--- config.mk ---
export PLATFORM = sky130hd
export DESIGN_NAME = histo_window_sched
export DESIGN_NICKNAME = d
export VERILOG_FILES = /design/src/rtl/histo_window_sched.sv
export SDC_FILE = /design/constraint.sdc
export NUM_CORES = 1
export LEC_CHECK = 0
export ABC_CLOCK_PERIOD_IN_PS = 4400
export CAP_MARGIN = 20
export CORE_ASPECT_RATIO = 2
export CORE_UTILIZATION = 45
export CTS_CLUSTER_SIZE = 24
export DETAILED_ROUTE_END_ITERATION = 10
export HOLD_SLACK_MARGIN = 0.06
export PLACE_DENSITY = 0.78
export SYNTH_ARGS = -nofsm -noshare
export SYNTH_HDL_FRONTEND = slang
export SYNTH_SLANG_ARGS = --single-unit
--- constraint.sdc ---
create_clock -name clk -period 4.4 [get_ports clk]
set_clock_uncertainty 0.15 [all_clocks]
set_input_delay 0.88 -clock clk [delete_from_list [all_inputs] [get_ports clk]]
set_output_delay 0.88 -clock clk [all_outputs]
set_load 0.1 [all_outputs]
--- src/rtl/histo_window_sched.sv ---
// Acquisition sequencer for the histogram datapath: collect window, drain, read sweep, sort capture, bin clear.
// Optional sorter watchdog enabled by defining SORT_TIMEOUT_EN.
module histo_window_sched #(
    parameter int DATA_SIZE    = 4,
    parameter int LENGTH       = 64,
    parameter int LENGTH_SIZE  = 6,
    parameter int WIN_W        = 16,
    parameter int DRAIN_CYC    = 20,
    parameter int SORT_TIMEOUT = 64
) (
    input  logic                       clk,
    input  logic                       rst,
    input  logic                       start,
    input  logic                       abort,
    input  logic [WIN_W-1:0]           win_len,
    input  logic                       continuous,
    input  logic                       sort_valid,
    input  logic [3*DATA_SIZE-1:0]     sort_data,
    input  logic [3*LENGTH_SIZE-1:0]   sort_count,
    output logic                       collect,
    output logic                       rd_en,
    output logic [LENGTH_SIZE-1:0]     rd_addr,
    output logic                       his_rd_en,
    output logic [DATA_SIZE-1:0]       his_rd_addr,
    output logic                       clr_en,
    output logic [DATA_SIZE-1:0]       clr_addr,
    output logic                       busy,
    output logic                       res_valid,
    output logic [3*DATA_SIZE-1:0]     res_data,
    output logic [3*LENGTH_SIZE-1:0]   res_count,
    output logic                       done,
    output logic                       err_timeout
);

    typedef enum logic [2:0] {
        S_IDLE, S_COLLECT, S_DRAIN, S_READ, S_WAIT_SORT, S_CLEAR, S_DONE
    } state_t;

`ifdef SORT_TIMEOUT_EN
    localparam bit TIMEOUT_EN = 1'b1;
`else
    localparam bit TIMEOUT_EN = 1'b0;
`endif

    localparam logic [WIN_W-1:0] ONE        = WIN_W'(1);
    localparam logic [WIN_W-1:0] DRAIN_LAST = WIN_W'(DRAIN_CYC - 1);
    localparam logic [WIN_W-1:0] READ_LAST  = WIN_W'(LENGTH - 1);
    localparam logic [WIN_W-1:0] NBINS      = WIN_W'(2 ** DATA_SIZE);
    localparam logic [WIN_W-1:0] CLEAR_LAST = WIN_W'((2 ** DATA_SIZE) - 1);
    localparam logic [WIN_W-1:0] TO_LAST    = WIN_W'(SORT_TIMEOUT - 1);

    state_t                     state_reg;
    logic [WIN_W-1:0]           cnt_reg;
    logic [WIN_W-1:0]           win_len_reg;
    logic                       res_valid_reg;
    logic [3*DATA_SIZE-1:0]     res_data_reg;
    logic [3*LENGTH_SIZE-1:0]   res_count_reg;
    logic                       err_reg;
    logic                       abortable;

    assign abortable = (state_reg == S_COLLECT) || (state_reg == S_DRAIN) ||
                       (state_reg == S_READ)    || (state_reg == S_WAIT_SORT);

    // One shared phase counter; every phase ends on its own terminal value so it never wraps.
    always_ff @(posedge clk) begin
        if (rst) begin
            state_reg     <= S_IDLE;
            cnt_reg       <= '0;
            win_len_reg   <= '0;
            res_valid_reg <= 1'b0;
            res_data_reg  <= '0;
            res_count_reg <= '0;
            err_reg       <= 1'b0;
        end else begin
            res_valid_reg <= 1'b0;
            if (abortable && abort) begin
                state_reg <= S_CLEAR;
                cnt_reg   <= '0;
            end else begin
                case (state_reg)
                    S_IDLE: begin
                        if (start && !abort && (win_len != '0)) begin
                            win_len_reg <= win_len;
                            cnt_reg     <= '0;
                            state_reg   <= S_COLLECT;
                        end
                    end
                    S_COLLECT: begin
                        if (cnt_reg == win_len_reg - ONE) begin
                            cnt_reg   <= '0;
                            state_reg <= S_DRAIN;
                        end else begin
                            cnt_reg <= cnt_reg + ONE;
                        end
                    end
                    S_DRAIN: begin
                        if (cnt_reg == DRAIN_LAST) begin
                            cnt_reg   <= '0;
                            state_reg <= S_READ;
                        end else begin
                            cnt_reg <= cnt_reg + ONE;
                        end
                    end
                    S_READ: begin
                        if (cnt_reg == READ_LAST) begin
                            cnt_reg   <= '0;
                            state_reg <= S_WAIT_SORT;
                        end else begin
                            cnt_reg <= cnt_reg + ONE;
                        end
                    end
                    S_WAIT_SORT: begin
                        if (sort_valid) begin
                            res_data_reg  <= sort_data;
                            res_count_reg <= sort_count;
                            res_valid_reg <= 1'b1;
                            cnt_reg       <= '0;
                            state_reg     <= S_CLEAR;
                        end else if (TIMEOUT_EN && (cnt_reg == TO_LAST)) begin
                            err_reg   <= 1'b1;
                            cnt_reg   <= '0;
                            state_reg <= S_CLEAR;
                        end else if (TIMEOUT_EN) begin
                            cnt_reg <= cnt_reg + ONE;
                        end
                    end
                    S_CLEAR: begin
                        if (cnt_reg == CLEAR_LAST) begin
                            cnt_reg   <= '0;
                            state_reg <= S_DONE;
                        end else begin
                            cnt_reg <= cnt_reg + ONE;
                        end
                    end
                    S_DONE: begin
                        cnt_reg   <= '0;
                        state_reg <= continuous ? S_COLLECT : S_IDLE;
                    end
                    default: begin
                        cnt_reg   <= '0;
                        state_reg <= S_IDLE;
                    end
                endcase
            end
        end
    end

    // Address outputs are forced to zero outside their phase so idle buses stay quiet.
    assign collect     = (state_reg == S_COLLECT);
    assign rd_en       = (state_reg == S_READ);
    assign rd_addr     = rd_en ? cnt_reg[LENGTH_SIZE-1:0] : '0;
    assign his_rd_en   = rd_en && (cnt_reg < NBINS);
    assign his_rd_addr = his_rd_en ? cnt_reg[DATA_SIZE-1:0] : '0;
    assign clr_en      = (state_reg == S_CLEAR);
    assign clr_addr    = clr_en ? cnt_reg[DATA_SIZE-1:0] : '0;
    assign busy        = (state_reg != S_IDLE);
    assign done        = (state_reg == S_DONE);
    assign res_valid   = res_valid_reg;
    assign res_data    = res_data_reg;
    assign res_count   = res_count_reg;
    assign err_timeout = err_reg;

endmodule

==> results of run 1 <==
==> final cells by class <==
cell class	instances	area, sq um	share of cell area (%)
clock buffers	12	246	5.11
repair buffers	105	1010	20.9
multi-input cells	347	2030	42.2
inverters	15	56.3	1.17
well taps	94	118	2.44
flip-flops and latches	66	1320	27.4
clock inverters	3	40.0	0.830
==> per-layer routing <==
metal  vias to the layer above  wire [um]  track usage (%)
met5                         -          0                0
met4                         0        272             12.5
met3                        21        369             4.89
met2                        96       5680             48.7
met1                      1670       3520             25.2
li1                       1773          -                -
==> path summary, 6_finish.rpt <==
check                               endpoint  slack [ns]  cells after the start
worst min-delay path            res_count[5]        0.30                      2
worst min register to register  res_count[5]        0.30                      2
worst max register to register    cnt_reg[9]        1.08                     10
worst max-delay path                    busy        0.89                      3
==> where the power goes <==
group,total [mW],internal [mW],switching (mW)
Clock,0.682,0.448,0.234
Combinational,0.847,0.302,0.545
Sequential,0.732,0.647,0.0847
Total,2.26,1.40,0.864
==> Yosys cell counts (4+ instances only) <==
master	instances	area (sq um)
nand2_1	80	300
dfxtp_1	66	1320
nor2_1	44	165
a21oi_1	43	215
clkbuf_1	24	90.1
mux2i_1	18	180
nand3_1	17	85.1
inv_1	15	56.3
and3_1	14	87.6
xor2_1	13	114
o21ai_0	12	60.1
nand4_1	9	56.3
nor2b_1	9	56.3
nor3_1	8	40.0
nor4_1	8	50.1
a22o_1	6	52.6
a21o_1	5	37.5
and2_1	5	31.3
o211ai_1	4	30.0
==> worst reg2reg max path, stage by stage, from the launching register on <==
cell      delay, ns
dfxtp_1        0.49
inv_1          0.08
ha_1           0.27
nor2b_1        0.20
o21ba_2        0.23
a211o_1        0.26
a211o_1        0.27
nand4b_2       0.25
and3_1         0.44
and3_1         0.31
a221o_1        0.25
==> cell usage in the layout, fill, tap and decap left out, types with 2 or more instances in the layout <==
cell             Yosys  final
a211oi_1             3      3
or3_1                2      2
nor3b_1              2      2
nor3_1               8      8
nand2b_1             2      2
o31ai_1              2      2
clkbuf_16            0      9
a21o_1               5      5
nor4_1               8      8
ha_1                 2      2
clkdlybuf4s50_1      0     84
and2_1               5      5
nand2_1             80     80
nor2_1              44     44
a21oi_1             43     43
a31oi_1              3      3
a211o_1              3      3
and3_1              14     14
o211ai_1             4      4
clkbuf_1            24      2
nand3_1             17     17
a22o_1               6      6
mux2i_1             18     18
and4_1               2      2
buf_4                1     20
xor2_1              13     13
o21ai_0             12     12
nand4b_1             3      3
xnor2_1              3      3
nand4_1              9      9
nor2b_1              9      9
dfxtp_1             66     66
inv_1               15     15
clkinv_2             0      2
==> per-stage QoR <==
stage               power [mW]  hold slack [ns]  setup slack [ns]
global route              2.39            0.326             0.764
floorplan                 1.39            0.334             0.136
global placement          1.56            0.291              1.02
CTS                       2.27            0.302             0.896
finish                    2.26            0.302             0.885
detailed placement        1.58            0.295             0.876
==> logic make-up after synthesis <==
| kind of cell | Yosys count | synth area share [%] |
|---|---|---|
| simple gates | 215 | 29.9 |
| compound gates | 94 | 16.8 |
| flops | 66 | 37.1 |
| buf+inv | 46 | 5.70 |
| mux | 18 | 5.06 |
| xor+xnor | 17 | 4.57 |
| fa+ha+maj | 2 | 0.703 |
| other cells | 1 | 0.105 |
==> results.tsv, run 1 <==
stage	metric	value	unit
run_status	status	complete, no violations	
synthesis	syn-instance-count	459	
worst_hold_path	min_path_type	flip-flop to flip-flop	
power_and_ir_drop	vdd_drop_max	0.342	mV
synthesis	synthArstFlopShare	0	%
die	dieArea	8290	sq um
clocking	path_clk_slew	0.05	ns
routing	ant_nets	0	
timing	drv_slew	0	
worst_setup_path	setup.worst_path.start	state_reg[0]	
worst_setup_path	cpLargestDelayFamily	buffers and inverters	
synthesis	syn_area	3560	sq um
placement	postPlaceCellArea	4520	sq um
synthesis	ys.flop_type	dfxtp_1	
timing	worstMarginPinSlew	1.00	ns
final_layout	final_nets	598	
routing	dr_total_vias	3560	
die	die_w	64.9	um
timing	relSlewSlack	33.0	%
worst_setup_path	worstSetupPathType	flip-flop to primary output	
worst_hold_path	min_from	res_count[5]	
final_layout	finish.utilization	63.4	%
grt	grt_use_total	25.5	%
clocking	holdBufCountCts	0	
placement	place_congestion	0.872	
timing	setup_viol	0	
timing	final_hold_viol_count	0	
synthesis	avgSynthCellArea	7.75	sq um
power_and_ir_drop	power.density	469	nW/um^2
timing	fmax	0.285	GHz
die	start_util	46.8	%
worst_setup_path	cp_data_arrival_time	2.48	ns
clocking	cts.repair.resized	0	
flow_run	maxCapViolations	0	
worst_setup_path	cpPeakStageDelay	1.16	ns
die	fp-row-count	45	
final_layout	final_layout_size_suffix_gt1_share	7.66	%
synthesis	yosysWarningCount	0	
final_layout	antenna_cells	0	
final_layout	final_cells	642	
clocking	clock_latency	0.32	ns
timing	tns	0	ns
worst_setup_path	timing.rr.start	win_len_reg[0]	
final_layout	fillCellCount	665	
clocking	cts_buffer_depth	2	
grt	overflow	0	
placement	portBuffers	102	
timing	rsz0062_at_grt	false	
routing	drtPass1Iterations	5	
synthesis	ys_types	58	
clocking	postCtsSetupRepairBufs	0	
synthesis	synth-edff-count	0	
worst_setup_path	crit_slowest_cell	clkdlybuf4s50_1	
routing	wl_per_cell	15.3	um
grt	grt_pass1_wl	16.5	mm
routing	drt_iter0_markers	198	
grt	antenna_found_initial	0	
grt	grt_pass1_vias	3529	
worst_setup_path	worst_ep_required_time	3.37	ns
worst_setup_path	cp_num_buf_inv	1	
placement	dp_cells	626	
final_layout	synthToLayoutAreaGrowth	35.5	%
die	die_y	128	um
routing	viasPerCell	5.55	
grt	grt_max_degree	51	
routing	drc	0	
routing	wl	9.84	mm
clocking	clock-sinks	66	
synthesis	ys_ff_latch	66	
clocking	cts_tree	yes	
timing	finalCritPeriodShare	79.9	%
die	core_area	7600	sq um
clocking	cts_buffers	9	
worst_setup_path	endpoint_kind	primary output	
synthesis	syn-num-nets	513	
clocking	htree_levels	3	
synthesis	ys_seq_area_share	37.1	%
die	io_pins	104	
final_layout	largest_reg_flops	18	
clocking	cts-root-buf	clkbuf_16	
worst_setup_path	path_cells	nor2_1 -> nand2_1 -> clkdlybuf4s50_1	
worst_setup_path	start_kind	flip-flop	
placement	dpl.hpwl	7.41	mm
worst_setup_path	worstPathMaxFanout	20	
timing	period_needed	3.51	ns
final_layout	final_area	4820	sq um
power_and_ir_drop	p_leak	2.03	nW
Power figures use the tool's default switching activity.
==> run 2: changes to the inputs <==
--- a/config.mk
+++ b/config.mk
@@ -5,10 +5,10 @@
 export SDC_FILE = /design/constraint.sdc
 export NUM_CORES = 1
 export LEC_CHECK = 0
-export ABC_CLOCK_PERIOD_IN_PS = 4400
+export ABC_CLOCK_PERIOD_IN_PS = 3200
 export CAP_MARGIN = 20
 export CORE_ASPECT_RATIO = 2
-export CORE_UTILIZATION = 45
+export CORE_UTILIZATION = 43
 export CTS_CLUSTER_SIZE = 24
 export DETAILED_ROUTE_END_ITERATION = 10
 export HOLD_SLACK_MARGIN = 0.06
==> constraint.sdc (replaced) <==
create_clock -name clk -period 3.2 [get_ports clk]
set_clock_uncertainty 0.15 [all_clocks]
set_input_delay 0.64 -clock clk [delete_from_list [all_inputs] [get_ports clk]]
set_output_delay 0.64 -clock clk [all_outputs]
set_load 0.1 [all_outputs]
==> results.tsv, run 2 (synthesized netlist as in run 1, its figures left out) <==
stage	metric	value	unit
clocking	htree_levels	3	
timing	worstMarginPinSlew	0.540	ns
final_layout	final_cells	653	
worst_setup_path	worstPathMaxFanout	19	
clocking	cts_buffers	9	
routing	ant_nets	0	
clocking	clock-sinks	66	
routing	wl_per_cell	15.4	um
die	io_pins	104	
placement	dp_slack	0.0661	ns
placement	portBuffers	102	
die	die_y	131	um
routing	wl	10.1	mm
final_layout	layout_common_cells	80 x nand2_1, 66 x dfxtp_1, 57 x buf_4, 51 x clkdlybuf4s50_1	
timing	timing.hold.ws	0.304	ns
clocking	cts-root-buf	clkbuf_16	
worst_setup_path	cp_data_arrival_time	3.12	ns
worst_setup_path	start_kind	flip-flop	
final_layout	largest_reg_flops	18	
grt	grt_pass1_wl	16.5	mm
grt	grt_use_total	25.0	%
worst_setup_path	endpoint_kind	flip-flop	
routing	drt_iter0_markers	161	
final_layout	synthToLayoutAreaGrowth	37.9	%
flow_run	maxCapViolations	0	
die	start_util	44.5	%
clocking	path_clk_slew	0.06	ns
final_layout	antenna_cells	0	
die	fp-row-count	46	
placement	dp_cells	637	
power_and_ir_drop	p_leak	2.16	nW
run_status	status	complete, no violations	
timing	period_needed	3.05	ns
grt	grt_pass1_vias	3664	
timing	setup_viol	0	
power_and_ir_drop	vdd_drop_max	0.451	mV
clocking	postCtsSetupRepairBufs	0	
clocking	clock_latency	0.34	ns
grt	grt_max_degree	50	
placement	dpl.hpwl	7.54	mm
placement	place_congestion	0.912	
clocking	cts_tree	yes	
timing	final_hold_viol_count	0	
placement	postPlaceCellArea	4590	sq um
timing	tns	0	ns
worst_setup_path	worst_ep_required_time	3.27	ns
timing	finalCritPeriodShare	95.4	%
final_layout	final_common_cell	nand2_1	
final_layout	finish.utilization	61.4	%
timing	fmax	0.328	GHz
die	core_area	8000	sq um
timing	worst_slack	0.149	ns
power_and_ir_drop	power.density	666	nW/um^2
die	dieArea	8670	sq um
routing	dr_total_vias	3591	
die	die_w	66.3	um
grt	antenna_found_initial	0	
routing	drtPass1Iterations	4	
routing	drc	0	
power_and_ir_drop	total_power	3.27	mW
timing	drv_slew	0	
timing	relSlewSlack	63.8	%
final_layout	final_area	4910	sq um
final_layout	final_nets	606	
worst_hold_path	min_path_type	flip-flop to flip-flop	
clocking	cts_buffer_depth	2	
worst_setup_path	worstSetupPathType	flip-flop to flip-flop	
final_layout	fillCellCount	702	
final_layout	final_layout_size_suffix_gt1_share	16.5	%
timing	rsz0062_at_grt	false	
grt	overflow	0	
routing	viasPerCell	5.50	
run 2: cell count changes in the layout (fill, tap and decap cells not counted), sizes merged:
cell           previous run  this run
buf                      21        62
bufinv                    1         2
clkbuf                   12        10
clkdlybuf4s50            84        51
clkinvlp                  0         1
inv                      15        16
run 2: path summary, 6_finish.rpt:
| path | start | to | slack (ns) | cells after the start |
|---|---|---|---|---|
| setup / recovery | win_len_reg[0] | cnt_reg[9] | 0.15 | 10 |
| hold reg to reg | res_count[7] | res_count[7] | 0.30 | 2 |
| hold / removal | res_count[7] | res_count[7] | 0.30 | 2 |
| setup reg to reg | win_len_reg[0] | cnt_reg[9] | 0.15 | 10 |
run 2: area by class of cell:
type                    instances  area (sq um)  share of cell area, %
clock buffers                  10           229                   4.66
clock inverters                 6          90.1                   1.84
inverters                      15          56.3                   1.15
multi-input cells             347          2050                   41.8
flip-flops and latches         66          1320                   26.9
well taps                      96           120                   2.45
repair buffers                113          1040                   21.2
run 2: power by group:
group | total (mW) | switching, mW | internal [mW] | leakage, nW
clock | 1.06 | 0.377 | 0.684 | 0.153
sequential | 0.979 | 0.0909 | 0.888 | 0.534
combinational | 1.23 | 0.787 | 0.440 | 1.47
total | 3.27 | 1.25 | 2.01 | 2.16
run 2: what timing repair did:
item | in CTS | in global routing
endpoints found under the hold margin | 0 | 0
endpoints found under the setup margin | 0 | 6
hold buffers | 0 | 0
resized for setup | 0 | 1
run 2: per-layer routing:
metal	up-vias	global-route usage, %	wire length (um)
met3	30	5.30	408
met2	109	47.6	5710
met4	0	15.3	411
met1	1663	23.4	3530
met5	-	0	0
li1	1789	-	-
run 2: worst max-delay path, stage by stage, from the launching register on:
cell      delay (ns)
dfxtp_1         0.44
inv_1           0.07
ha_1            0.27
nor2b_1         0.20
o21ba_2         0.23
a211o_1         0.27
a211o_1         0.26
nand4b_2        0.24
and3_2          0.33
and3_1          0.22
a221o_1         0.25
